`src/rtl/ram_arbiter.sv`:
```
// Round-robin two-port sequencer for the shared asynchronous 64K x 8 RAM.
// Each access runs SETUP -> ACCESS -> HOLD so the address and data are stable around the chip-select strobe.
module ram_arbiter #(
   parameter int DW            = 8,
   parameter int AW            = 16,
   parameter int ACCESS_CYCLES = 2
) (
   input  logic          clk,
   input  logic          reset_n,
   input  logic          req0,
   input  logic          req1,
   input  logic          we0,
   input  logic          we1,
   input  logic [AW-1:0] addr0,
   input  logic [AW-1:0] addr1,
   input  logic [DW-1:0] wdata0,
   input  logic [DW-1:0] wdata1,
   output logic          ack0,
   output logic          ack1,
   output logic [DW-1:0] rdata,
   output logic [AW-1:0] ram_addr,
   output logic [DW-1:0] ram_wdata,
   output logic          ram_wdata_oe,
   input  logic [DW-1:0] ram_din,
   output logic          ram_cs_n,
   output logic          ram_rw_n,
   output logic          ram_oe_n
);

   typedef enum logic [1:0] {IDLE, SETUP, ACCESS, HOLD} state_t;

   state_t     state;
   logic       we_q;
   logic       grant;
   logic       last_grant;
   logic [3:0] count;
   logic       win;

   // Under contention the port that did not win last time goes next.
   always_comb begin
      win = (req0 && req1) ? ~last_grant : req1;
   end

   always_ff @(posedge clk or negedge reset_n) begin
      if (!reset_n) begin
         state        <= IDLE;
         ram_cs_n     <= 1'b1;
         ram_rw_n     <= 1'b1;
         ram_oe_n     <= 1'b1;
         ram_wdata_oe <= 1'b0;
         ram_addr     <= '0;
         ram_wdata    <= '0;
         rdata        <= '0;
         ack0         <= 1'b0;
         ack1         <= 1'b0;
         last_grant   <= 1'b1;
         grant        <= 1'b0;
         we_q         <= 1'b0;
         count        <= '0;
      end else begin
         // NOTE: non-blocking throughout, so every strobe and ack is a clean
         // register output and the default-low ack below is overridden only
         // by the later assignment on the ACCESS exit edge.
         ack0 <= 1'b0;
         ack1 <= 1'b0;
         case (state)
            IDLE: begin
               if (req0 || req1) begin
                  grant        <= win;
                  last_grant   <= win;
                  we_q         <= win ? we1 : we0;
                  ram_addr     <= win ? addr1 : addr0;
                  ram_wdata    <= win ? wdata1 : wdata0;
                  ram_wdata_oe <= win ? we1 : we0;
                  state        <= SETUP;
               end
            end
            SETUP: begin
               ram_cs_n <= 1'b0;
               ram_rw_n <= ~we_q;
               ram_oe_n <= we_q;
               count    <= 4'(ACCESS_CYCLES - 1);
               state    <= ACCESS;
            end
            ACCESS: begin
               if (count == 4'd0) begin
                  ram_cs_n <= 1'b1;
                  ram_rw_n <= 1'b1;
                  ram_oe_n <= 1'b1;
                  if (!we_q) rdata <= ram_din;
                  ack0  <= ~grant;
                  ack1  <= grant;
                  state <= HOLD;
               end else begin
                  count <= count - 4'd1;
               end
            end
            HOLD: begin
               // Address and write data stay put through HOLD; only the bus drive drops here.
               ram_wdata_oe <= 1'b0;
               state        <= IDLE;
            end
            default: state <= IDLE;
         endcase
      end
   end

endmodule

```
`config.mk`:
```
export PLATFORM = sky130hd
export DESIGN_NAME = ram_arbiter
export DESIGN_NICKNAME = d
export VERILOG_FILES = /design/src/rtl/ram_arbiter.sv
export SDC_FILE = /design/constraint.sdc
export NUM_CORES = 1
export LEC_CHECK = 0
export ABC_AREA = 1
export ABC_CLOCK_PERIOD_IN_PS = 1750
export CORE_ASPECT_RATIO = 0.6
export CORE_MARGIN = 4
export CORE_UTILIZATION = 43
export CTS_CLUSTER_SIZE = 20
export DETAILED_ROUTE_END_ITERATION = 16
export PLACE_DENSITY = 0.8
export SYNTH_ARGS = -nofsm -noshare
export SYNTH_HDL_FRONTEND = slang
export SYNTH_SLANG_ARGS = --single-unit
```
`constraint.sdc`:
```
create_clock -name clk -period 1.75 [get_ports clk]
set_clock_uncertainty 0.05 [all_clocks]
set_input_delay 0.4375 -clock clk [delete_from_list [all_inputs] [get_ports clk]]
set_output_delay 0.4375 -clock clk [all_outputs]
set_load 0.02 [all_outputs]
```
==> impl_metrics.csv <==
group,metric,value,unit
global_route,antenna_found_initial,0,
worst_setup_path,cp_cell_sequence,"clkdlybuf4s50_1",
drt,drc,0,
yosys,synth_area_leaders,"dfrtp_1, nand2_1, o211ai_2",
cells_and_area,regArea,0.001181,mm²
die,die_x,104.6,µm
cells_and_area,fin_util,68.35,%
worst_setup_path,slowest_delay,610,ps
die,die_h,65.97,µm
timing,slew_violations,0,
drt,wl_per_cell,12.76,µm
pwr,p_leak,1.947,nW
clocking,clkTransAtPathRegs,80,ps
timing,rsz0062_at_grt,"no",
die,rows,20,
yosys,yosys.area.top_type_share,44.68,%
yosys,syn_area,0.002409,mm²
pwr,seq_power_share,35.2,%
clocking,clk_latency,290,ps
worst_setup_path,cp_num_cells,1,
worst_setup_path,worstPathRequired,1260,ps
timing,fin_crit_sh,97.49,%
worst_setup_path,critical_path_buf_inv_count,1,
yosys,synthArstFlopShare,100.0,%
yosys,yosys_warnings,0,
global_route,grt_pass1_wl,9487,µm
yosys,synth-edff-count,0,
cells_and_area,area_delta_synth_final,48.42,%
timing,worst_slew_pin_slew,381.6,ps
placed_design,port_buffers,99,
cells_and_area,num_antenna_cells,0,
yosys,avgSynthCellArea,8.758,µm²
yosys,syn_nets,343,
timing,fin_crit,1706,ps
timing,fin_ws,43.84,ps
pwr,clkPwrFrac,11.3,%
worst_setup_path,reg2reg_to,"count[3]",
worst_setup_path,r2r-start,"state[0]",
pwr,internal_power,3.106,mW
clocking,cts_root_buf,"clkbuf_8",
worst_setup_path,regToRegSetupSlack,160,ps
drt,ant_nets,0,
die,coreArea,0.005230,mm²
worst_setup_path,start_kind,"flip-flop",
cells_and_area,fin_nets,446,
worst_setup_path,rr_worst_depth,5,
clocking,clock-sinks,47,
drt,drt_wl_total,5677,µm
global_route,grt.overflow.total,0,
cells_and_area,fillers,433,
placed_design,place_congestion,0.7873,
timing,fmax,0.5861,GHz
yosys,synth_cells,275,
global_route,grt_use_total,16.98,%
timing,hold_viol_final,0,
yosys,synth_top_area_cell,"dfrtp_1",
drt,vias,2086,
pwr,peakVddDrop,0.0008512,V
worst_setup_path,slowest_stage,"clkdlybuf4s50_1",
timing,setup_viol,0,
die,pin_count,100,
placed_design,post-place-ws,-65.23,ps
yosys,synthFlopType,"dfrtp_1",
cells_and_area,multiInputGateArea,984.7,µm²
yosys,ys_seq_area_share,49.04,%
worst_setup_path,arrival,1220,ps
yosys,yosysMostFrequentCell,"nand2_1",
pwr,switching_share,43.58,%
min_path,hp-class,"flip-flop to flip-flop",
timing,fin_hold_ws,380.1,ps
drt,drt_pass1_iterations,4,
worst_setup_path,path_max_fanout,1,
timing,max-slew-margin-rel,74.56,%
pwr,comb_power_share,53.5,%
worst_setup_path,cp-end-kind,"primary output",
yosys,synth_cell_types,22,
placed_design,hpwl,4316,µm
outcome,status,"finished clean",
timing,setup_tns,0,ps
run,cap_viol_max_count,0,
cells_and_area,layout-drive-gt1-share,13.46,%
clocking,post_cts_buffers,0,
drt,drt_iter0_drc,33,
clocking,cts_buffer_depth,2,
clocking,cts_tree,"yes",
pwr,p_per_area,1540,mW/mm²
global_route,grt_start_max_net_pins,36,
pwr,p_switching,2.398,mW
worst_setup_path,path_class,"flip-flop to primary output",
clocking,h-tree-depth,2,
yosys,synth_commonest_cells,"nand2_1, dfrtp_1, inv_1",
worst_setup_path,critPathCapture,"ack0",
worst_setup_path,startpoint,"ack0",
die,initial_core_util,46.05,%
worst_setup_path,critPathTopFamily,"buffers and inverters",
clocking,cts_buffers,5,
drt,vias_per_cell,4.688,
die,die-area,0.006902,mm²
global_route,grt_pass1_vias,2121,
yosys,synth-seq-cells,47,
==> layer usage <==
metal / share of wire, % / vias up / track usage (%)
met5: 0 / - / 0
met4: 0.35 / 0 / 2.455
met3: 8.8 / 2 / 6.537
met2: 43 / 69 / 28.54
met1: 48 / 952 / 21.45
li1: - / 1063 / -
==> how the worst min path moves through the flow <==
stage | slack, ps | from | depth (start not counted) | end
after floorplan | 90 | reset_n | 0 | ack0
after global placement | 300 | reset_n | 1 | ram_addr[4]
after detailed placement | 300 | reset_n | 1 | ram_addr[4]
after CTS | 380 | grant | 1 | ack0
after global routing | 400 | grant | 1 | ack0
final | 380 | grant | 1 | ack0
==> state kept, by name, indices dropped and copies added (netlist names) <==
signal        flops
ack0              1
ack1              1
count             4
grant             1
last_grant        1
ram_addr         16
ram_cs_n          1
ram_oe_n          1
ram_rw_n          1
ram_wdata         8
ram_wdata_oe      1
rdata             8
state             2
we_q              1
==> cell type report <==
class                      instances  area share (%)
tap                               66           2.310
sequential                        47           33.04
multi-input combinational        173           27.55
clock buffer                       6           2.030
inverter                          45           4.795
timing repair buffer             106           29.93
clock inverter                     2          0.3500
==> power groups by stage <==
stage / Sequential (mW) / Clock (mW) / Combinational, mW
floorplan: 2.44 / 0 / 1.39
global placement: 1.95 / 0 / 3.14
detailed placement: 1.96 / 0 / 3.23
CTS: 1.94 / 0.636 / 3.01
global route: 2.01 / 0.689 / 3.28
finish: 1.94 / 0.620 / 2.95
==> placed cells by master, fill, tap and decap left out, drive strengths merged, types with 4 or more instances in the layout <==
cell and n:
dfstp 4, o21ai 17, clkbuf 6, dfrtp 43, inv 45, buf 7
nand2 108, dlygate4sd2 27, clkdlybuf4s50 61, o211ai 25, dlymetal6s2s 10, nand3 6
ha 6, nor2 8
==> cell families after synthesis <==
group,Yosys count,synth area share (%)
fa+ha+maj,6,3.117
flops,47,49.04
xor+xnor,1,0.3637
simple gates,122,19.84
buf+inv,55,10.18
compound gates,44,17.46
==> through the flow <==
step,power (mW),instance area [µm²],cells
after floorplan,3.831,2409,275
after global placement,5.088,3488,436
after detailed placement,5.192,3488,436
after CTS,5.589,3550,445
after global routing,5.971,3575,445
final,5.504,3575,445
==> what timing repair did <==
item                                    4_1_cts  5_1_grt
hold endpoints to repair                     12        0
hold buffers                                  1        0
endpoints found under the setup margin       27       10
resized for setup                            27       10
Note: power is estimated with default switching activity, not from simulation.
